### src/rtl/signal_window_pkg.sv
// Shared grid dimensions, field widths and neighbour-index helpers for the
// 3x3 signal window extractor.
package signal_window_pkg;

    localparam int GRID_W      = 160;
    localparam int GRID_H      = 120;
    localparam int X_bits      = 8;
    localparam int Y_bits      = 7;
    localparam int SIGNAL_bits = 4;

    localparam int NBR_N  = 0;
    localparam int NBR_NE = 1;
    localparam int NBR_E  = 2;
    localparam int NBR_SE = 3;
    localparam int NBR_S  = 4;
    localparam int NBR_SW = 5;
    localparam int NBR_W  = 6;
    localparam int NBR_NW = 7;

    // Row offset of a neighbour relative to the centre (-1 = north).
    function automatic int nbr_drow(input int idx);
        case (idx)
            NBR_N, NBR_NE, NBR_NW: return -1;
            NBR_S, NBR_SE, NBR_SW: return 1;
            default:               return 0;
        endcase
    endfunction

    // Column offset of a neighbour relative to the centre (-1 = west).
    function automatic int nbr_dcol(input int idx);
        case (idx)
            NBR_NE, NBR_E, NBR_SE: return 1;
            NBR_NW, NBR_W, NBR_SW: return -1;
            default:               return 0;
        endcase
    endfunction

endpackage

### src/rtl/signal_window_line_buffer.sv
// One-row delay line: a DEPTH-entry ring sharing a single pointer for write
// and read; o_data is the entry written DEPTH shifts earlier.
module line_buffer #(
    parameter int DEPTH = 160,
    parameter int WIDTH = 5
) (
    input  logic             clk,
    input  logic             rst,
    input  logic             i_shift,
    input  logic [WIDTH-1:0] i_data,
    output logic [WIDTH-1:0] o_data
);
    localparam int AW = (DEPTH > 1) ? $clog2(DEPTH) : 1;
    localparam logic [AW-1:0] PTR_LAST = AW'(DEPTH - 1);

    logic [WIDTH-1:0] r_mem [DEPTH];
    logic [WIDTH-1:0] r_rd_data;
    logic [AW-1:0]    r_ptr;
    logic [AW-1:0]    w_ptr_next;

    assign w_ptr_next = (r_ptr == PTR_LAST) ? '0 : r_ptr + 1'b1;

    always_ff @(posedge clk or posedge rst) begin
        if (rst) begin
            r_ptr <= '0;
        end else if (i_shift) begin
            r_ptr <= w_ptr_next;
        end
    end

    // Registered read prefetches the slot the next shift will overwrite, so
    // the old contents are on o_data exactly when that shift happens.
    always_ff @(posedge clk) begin
        if (i_shift) begin
            r_mem[r_ptr] <= i_data;
            r_rd_data    <= r_mem[w_ptr_next];
        end
    end

    assign o_data = r_rd_data;

endmodule

### src/rtl/signal_window.sv
// Streaming 3x3 neighbourhood extractor over the raster-order environment
// stream, with zero padding at the grid edges.
module signal_window #(
    parameter int GRID_W      = signal_window_pkg::GRID_W,
    parameter int GRID_H      = signal_window_pkg::GRID_H,
    parameter int X_bits      = signal_window_pkg::X_bits,
    parameter int Y_bits      = signal_window_pkg::Y_bits,
    parameter int SIGNAL_bits = signal_window_pkg::SIGNAL_bits
) (
    input  logic                         newLocClock,
    input  logic                         RESET_SIM,
    input  logic                         start,
    input  logic                         stall,
    input  logic                         in_valid,
    output logic                         in_ready,
    input  logic [SIGNAL_bits-1:0]       in_signal,
    input  logic                         in_sugar,
    output logic                         out_valid,
    output logic [X_bits-1:0]            win_x,
    output logic [Y_bits-1:0]            win_y,
    output logic [SIGNAL_bits-1:0]       cur_signal,
    output logic                         cur_sugar,
    output logic [7:0][SIGNAL_bits-1:0]  surrounding_signals,
    output logic                         frame_done,
    output logic                         busy
);
    import signal_window_pkg::*;

    localparam int CELL_W = SIGNAL_bits + 1;
    localparam int CNT_W  = $clog2(GRID_W * GRID_H + 1);
    localparam logic [CNT_W-1:0]  PRIME_LAST = CNT_W'(GRID_W);
    localparam logic [CNT_W-1:0]  FRAME_LAST = CNT_W'(GRID_W * GRID_H - 1);
    localparam logic [CNT_W-1:0]  FLUSH_LEN  = CNT_W'(GRID_W + 1);
    localparam logic [X_bits-1:0] X_LAST     = X_bits'(GRID_W - 1);
    localparam logic [Y_bits-1:0] Y_LAST     = Y_bits'(GRID_H - 1);

    typedef enum logic [1:0] {IDLE, PRIME, RUN, FLUSH} state_t;

    state_t              r_state;
    state_t              w_state_next;
    logic [CNT_W-1:0]    r_cnt;
    logic [X_bits-1:0]   r_nx;
    logic [Y_bits-1:0]   r_ny;
    logic [X_bits-1:0]   r_x;
    logic [Y_bits-1:0]   r_y;
    logic                r_out_valid;
    logic                r_frame_done;
    logic [CELL_W-1:0]   r_win [3][3];
    logic [CELL_W-1:0]   w_col_in [3];
    logic [CELL_W-1:0]   w_cell_in;
    logic [CELL_W-1:0]   w_lb0;
    logic [CELL_W-1:0]   w_lb1;
    logic                w_accept;
    logic                w_inject;
    logic                w_step;
    logic                w_emit;
    logic                w_done;
    logic                w_x_lo;
    logic                w_x_hi;
    logic                w_y_lo;
    logic                w_y_hi;
    logic                w_unused_sugar;

    assign w_accept  = in_valid && in_ready;
    assign w_inject  = (r_state == FLUSH) && !stall && (r_cnt < FLUSH_LEN);
    assign w_done    = (r_state == FLUSH) && !stall && (r_cnt == FLUSH_LEN);
    assign w_step    = w_accept || w_inject;
    assign w_emit    = (w_accept && (r_state == RUN)) || w_inject;
    assign w_cell_in = w_accept ? {in_sugar, in_signal} : '0;

    always_ff @(posedge newLocClock or posedge RESET_SIM) begin
        if (RESET_SIM) begin
            r_state <= IDLE;
        end else if (!stall) begin
            r_state <= w_state_next;
        end
    end

    always_comb begin
        w_state_next = r_state;
        in_ready     = 1'b0;
        busy         = (r_state != IDLE);
        case (r_state)
            IDLE: begin
                if (start && !stall) w_state_next = PRIME;
            end
            PRIME: begin
                in_ready = !stall;
                if (in_valid && !stall && (r_cnt == PRIME_LAST)) w_state_next = RUN;
            end
            RUN: begin
                in_ready = !stall;
                if (in_valid && !stall && (r_cnt == FRAME_LAST)) w_state_next = FLUSH;
            end
            FLUSH: begin
                if (w_done) w_state_next = IDLE;
            end
            default: w_state_next = IDLE;
        endcase
    end

    // r_cnt is the raster index of the next input during PRIME/RUN, then the
    // number of zero cells injected during FLUSH.
    always_ff @(posedge newLocClock or posedge RESET_SIM) begin
        if (RESET_SIM) begin
            r_cnt <= '0;
        end else if (!stall) begin
            case (r_state)
                PRIME:   if (w_accept) r_cnt <= r_cnt + 1'b1;
                RUN:     if (w_accept) r_cnt <= (r_cnt == FRAME_LAST) ? '0 : r_cnt + 1'b1;
                FLUSH:   if (w_inject) r_cnt <= r_cnt + 1'b1;
                default: r_cnt <= '0;
            endcase
        end
    end

    always_ff @(posedge newLocClock or posedge RESET_SIM) begin
        if (RESET_SIM) begin
            r_nx         <= '0;
            r_ny         <= '0;
            r_x          <= '0;
            r_y          <= '0;
            r_out_valid  <= 1'b0;
            r_frame_done <= 1'b0;
        end else if (!stall) begin
            r_out_valid  <= w_emit;
            r_frame_done <= w_done;
            if (r_state == IDLE) begin
                r_nx <= '0;
                r_ny <= '0;
            end else if (w_emit) begin
                r_x <= r_nx;
                r_y <= r_ny;
                if (r_nx == X_LAST) begin
                    r_nx <= '0;
                    r_ny <= (r_ny == Y_LAST) ? '0 : r_ny + 1'b1;
                end else begin
                    r_nx <= r_nx + 1'b1;
                end
            end
        end
    end

    line_buffer #(.DEPTH(GRID_W), .WIDTH(CELL_W)) u_lb0 (
        .clk     (newLocClock),
        .rst     (RESET_SIM),
        .i_shift (w_step),
        .i_data  (w_cell_in),
        .o_data  (w_lb0)
    );

    line_buffer #(.DEPTH(GRID_W), .WIDTH(CELL_W)) u_lb1 (
        .clk     (newLocClock),
        .rst     (RESET_SIM),
        .i_shift (w_step),
        .i_data  (w_lb0),
        .o_data  (w_lb1)
    );

    // Right-hand column: two rows up, one row up, newest cell.
    assign w_col_in[0] = w_lb1;
    assign w_col_in[1] = w_lb0;
    assign w_col_in[2] = w_cell_in;

    always_ff @(posedge newLocClock or posedge RESET_SIM) begin
        if (RESET_SIM) begin
            for (int r = 0; r < 3; r++) begin
                for (int c = 0; c < 3; c++) begin
                    r_win[r][c] <= '0;
                end
            end
        end else if (w_step) begin
            for (int r = 0; r < 3; r++) begin
                r_win[r][0] <= r_win[r][1];
                r_win[r][1] <= r_win[r][2];
                r_win[r][2] <= w_col_in[r];
            end
        end
    end

    assign w_x_lo = (r_x == '0);
    assign w_x_hi = (r_x == X_LAST);
    assign w_y_lo = (r_y == '0);
    assign w_y_hi = (r_y == Y_LAST);

    // Edge masking also hides the previous/next row's cells that sit in the
    // side columns when the centre is on the first or last column.
    genvar gi;
    generate
        for (gi = 0; gi < 8; gi++) begin : g_nbr
            localparam int DR = nbr_drow(gi);
            localparam int DC = nbr_dcol(gi);
            logic w_mask;
            assign w_mask = ((DR < 0) && w_y_lo) || ((DR > 0) && w_y_hi) ||
                            ((DC < 0) && w_x_lo) || ((DC > 0) && w_x_hi);
            assign surrounding_signals[gi] =
                w_mask ? '0 : r_win[DR+1][DC+1][SIGNAL_bits-1:0];
        end
    endgenerate

    always_comb begin
        w_unused_sugar = 1'b0;
        for (int r = 0; r < 3; r++) begin
            for (int c = 0; c < 3; c++) begin
                w_unused_sugar = w_unused_sugar ^ r_win[r][c][SIGNAL_bits];
            end
        end
    end

    assign out_valid  = r_out_valid && !stall;
    assign frame_done = r_frame_done && !stall;
    assign win_x      = r_x;
    assign win_y      = r_y;
    assign cur_signal = r_win[1][1][SIGNAL_bits-1:0];
    assign cur_sugar  = r_win[1][1][SIGNAL_bits];

endmodule

### config.mk
export PLATFORM = sky130hd
export DESIGN_NAME = signal_window
export DESIGN_NICKNAME = d
export VERILOG_FILES = /design/src/rtl/signal_window_pkg.sv /design/src/rtl/signal_window_line_buffer.sv /design/src/rtl/signal_window.sv
export SDC_FILE = /design/constraint.sdc
export NUM_CORES = 2
export LEC_CHECK = 0
export ABC_CLOCK_PERIOD_IN_PS = 5300
export BUFFER_PORTS_ARGS = -buffer_cell sky130_fd_sc_hd__buf_2
export CORE_AREA = 2 2 399 401
export DETAILED_ROUTE_END_ITERATION = 7
export DIE_AREA = 0 0 401 403
export PLACE_DENSITY = 0.58
export SYNTH_ARGS = -nofsm -noshare
export SYNTH_HDL_FRONTEND = slang
export SYNTH_SLANG_ARGS = --single-unit
### constraint.sdc
create_clock -name newLocClock -period 5.3 [get_ports newLocClock]
set_clock_uncertainty 0.1 [all_clocks]
set_input_delay 0.265 -clock newLocClock [delete_from_list [all_inputs] [get_ports newLocClock]]
set_output_delay 0.265 -clock newLocClock [all_outputs]
set_load 0.05 [all_outputs]
==> impl_metrics.yaml <==
placement:
  finalWeightedCongestion: 0.855
  place.detailed.hpwl_um: 98600
  io_buffers: 65
  numPlacedInstances: 5597
logic_synthesis:
  synthesized_area_divided_by_synthesized_cell_count_um2: 17.7
  post_synth_instance_area_um2: 62600
  synth-edff-count: 1449
  seq_cells_post_synth: 1552
  yosys_warnings: 0
  fraction_of_registers_with_async_set_reset: 0.0664
  synth.lib_cells_used.distinct: 82
  synthFlopType: "sky130_fd_sc_hd__edfxtp_1"
  ys_seq_area_frac: 0.736
  netlist_instances: 3538
  syn_nets: 3566
clocking:
  htree_num_levels: 4
  cts-root-buf: "sky130_fd_sc_hd__clkbuf_16"
  post_cts_resize_count: 0
  cts_sinks: 1552
  post_cts_buffers: 0
  maximum_clock_insertion_buffer_count: 3
  clk_transition_reported_paths_ns: 0.07
  cts-hold-fix-buffers: 4
  cts_tree: "yes"
  worstSkewPairLatency_ns: 0.78
  numCtsBuffers: 154
critical_path:
  slowest_stage: "sky130_fd_sc_hd__a2111oi_1"
  cp_max_fo: 46
  cp_data_required_time_ns: 5.69
  critPathCaptureType: "flip-flop"
  worstSetupPathType: "reg2reg"
  worst_ep_arrival_time_ns: 5.00
  crit_path_cell_trace: "ha_1 > nand3_2 > o21ai_4 > buf_12 > mux4_2 > mux2i_1 > a221oi_1 > a2111oi_1 > o32ai_1"
  crit_path_start_kind: "flip-flop"
  crit_path_max_incr_delay_ns: 0.89
final_layout:
  seq_area_um2: 46100
  layout.cells.non_filler: 5872
  final_nets: 3713
  most-common-layout-cells: "1449 x sky130_fd_sc_hd__edfxtp_1, 368 x sky130_fd_sc_hd__nor2_1, 343 x sky130_fd_sc_hd__nand2_1, 331 x sky130_fd_sc_hd__mux4_2, 159 x sky130_fd_sc_hd__clkbuf_16"
  drive_gt1_frac: 0.209
  multiInputGateArea_um2: 15400
  most_common_library_cell_in_the_layout_ignoring_fill_and_taps: "sky130_fd_sc_hd__edfxtp_1"
  filler_cell_count: 13600
  insertedDiodeCount: 0
  relative_area_change_from_synthesis_to_final_layout_pct: 12.6
power_and_ir_drop:
  peakVddDrop_mv: 0.359
  cellPowerDensity_nw_per_um2: 507
  clkPwrFrac: 0.294
  p_leak_uw: 0.0228
  net_sw_frac: 0.328
  intPower_uw: 24000
  power.net_switching_uw: 11700
  power.sequential.fraction: 0.414
  power.combinational.fraction: 0.292
route:
  detail_route.wirelength_um: 158000
  drc_errors: 0
  postRouteAntennaNets: 0
  total_iterations_of_the_first_detailed_routing_run: 5
  drt-wirelength-per-cell_um: 26.9
  routed_via_density: 5.68
  via_count: 33300
  drt-initial-drc-count: 3199
sta:
  setup_total_negative_slack_ns: 0
  finalCritPeriodShare: 0.869
  layout_min_cycle_time_ns: 4.60
  grt_setup_unrepaired: "no"
  slew-limit-headroom: 0.231
  finalHoldViolCount: 0
  setup_viol: 0
  timing.fmax_ghz: 0.217
  tightest_slew_ns: 1.15
  drv_slew: 0
grt:
  globalRouteOverflowTotal: 0
  largest_net_degree_at_the_start_of_global_routing: 162
  first_global_vias: 33600
  track_usage: 0.195
  wire_length_of_the_first_global_routing_pass_um: 232000
  grt_antenna_before_repair: 0
floorplanning:
  io_pins: 66
  start_util: 0.397
  core_area_um2: 157000
  die_width_um: 401
  std_cell_rows: 146
  dieArea_um2: 162000
  chipHeight_um: 403
status:
  outcome: "completed"
run:
  number_of_max_cap_violations: 0
worst_hold_path:
  holdCritPathClass: "in2reg"
[per-stage QoR]
| step | power [uW] | cell area [um^2] | setup WS [ns] | utilization | hold slack (ns) |
|---|---|---|---|---|---|
| after floorplan | 21600 | 62600 | 0.728 | - | 0.322 |
| after global placement | 25400 | 65700 | 0.859 | 0.417 | 0.342 |
| after detailed placement | 25500 | 65700 | 0.848 | 0.417 | 0.347 |
| after CTS | 35900 | 70500 | 0.827 | 0.448 | 0.108 |
| after global routing | 36900 | 70500 | 0.428 | 0.448 | 0.149 |
| final | 35700 | 70500 | 0.696 | 0.448 | 0.138 |
[state kept, by name, indices dropped and copies added (netlist names), 5 cells and up]
register / count
r_cnt: 15
r_nx: 8
r_ny: 7
r_win: 33
u_lb0.o_data: 5
u_lb0.r_mem: 800
u_lb0.r_ptr: 8
u_lb1.r_mem: 640
u_lb1.r_ptr: 8
win_x: 8
win_y: 7
[worst max-delay path: cells and delay by family (launching register included)]
kind,cells,cell delay [ns]
AOI/OAI and AO/OA,4,1.64
DFF,1,0.46
adders and majority gates,1,0.53
muxes,2,0.85
buffers and inverters,1,0.36
and+or+nand+nor,1,0.29
[cells in the mapped netlist, drive strengths merged, types with 5 or more instances]
cell type  count  area, um^2
clkbuf        96         360
a311oi        12         105
mux2i         46         460
o22ai          6        37.5
a21oi         48         240
edfxtp      1449       43500
dfrtp        103        2580
a221oi        14         129
o211ai         5        37.5
mux4         332        7480
o221ai         6        52.6
or3            5        31.3
mux2          29         327
nor2         370        1400
a22o           9        78.8
o21ai         72         372
and2          28         175
a31oi         31         209
nand2b         7        43.8
a22oi         64         480
o31ai          7        52.6
nand3        101         510
nand2        343        1290
buf          104         763
nor2b         24         150
a21o           6        45.0
xnor2         14         123
xor2           6        71.3
and3          51         319
ha            18         225
inv           20        75.1
nand4         26         163
nor4          10        62.6
a211oi         7        57.6
nor3          18        95.1
[final cells by class]
class,count,area share
Clock buffer,193,0.0587
Multi-Input combinational cell,1766,0.219
Tap cell,2072,0.0368
Clock inverter,78,0.00925
Inverter,20,0.00112
Timing Repair Buffer,191,0.0214
Sequential cell,1552,0.654
[power by group through the flow]
stage	Clock (uW)	Sequential [uW]	Combinational [uW]
6_report	10500	14800	10400
3_3_place_gp	0	15000	10400
4_1_cts	10700	14800	10500
5_1_grt	11200	14800	11000
2_1_floorplan	0	15400	6170
3_5_place_dp	0	15000	10400
[routing by layer]
layer	part of all wire	wire length [um]	vias up	global-route usage
met4	0.036	5770	0	0.0754
li1	-	-	14300	-
met3	0.060	9430	313	0.0327
met2	0.49	77300	1171	0.317
met1	0.42	65700	17600	0.263
met5	0	0	-	0
[kinds of logic (layout without fill, tap and decap cells)]
| kind of cell | Yosys count | count (layout) | share of synthesized area |
|---|---|---|---|
| and+or+nand+nor | 995 | 995 | 0.0695 |
| AOI/OAI and AO/OA | 326 | 326 | 0.0360 |
| buffers and inverters | 220 | 482 | 0.0192 |
| muxes | 407 | 407 | 0.132 |
| xor gates and xnor gates | 20 | 20 | 0.00310 |
| DFF | 1552 | 1552 | 0.736 |
| adders and majority gates | 18 | 18 | 0.00360 |
[final timing paths]
path / slack (ns) / endpoint / cells after the start / startpoint
max: 0.70 / u_lb0.o_data[3]$_DFFE_PP_ / 9 / u_lb0.r_ptr[0]$_DFFE_PP0P_
min: 0.14 / u_lb0.r_mem[92][4]$_DFFE_PP_ / 3 / in_sugar
max reg2reg: 0.70 / u_lb0.o_data[3]$_DFFE_PP_ / 9 / u_lb0.r_ptr[0]$_DFFE_PP0P_
min reg2reg: 0.36 / r_win[26]$_DFFE_PP0P_ / 2 / r_win[26]$_DFFE_PP0P_
max in group asynchronous: 3.85 / u_lb1.r_ptr[1]$_DFFE_PP0P_ / 4 / RESET_SIM
min in group asynchronous: 0.15 / r_cnt[14]$_DFFE_PP0P_ / 3 / RESET_SIM
Note: power is estimated with default switching activity, not from simulation.
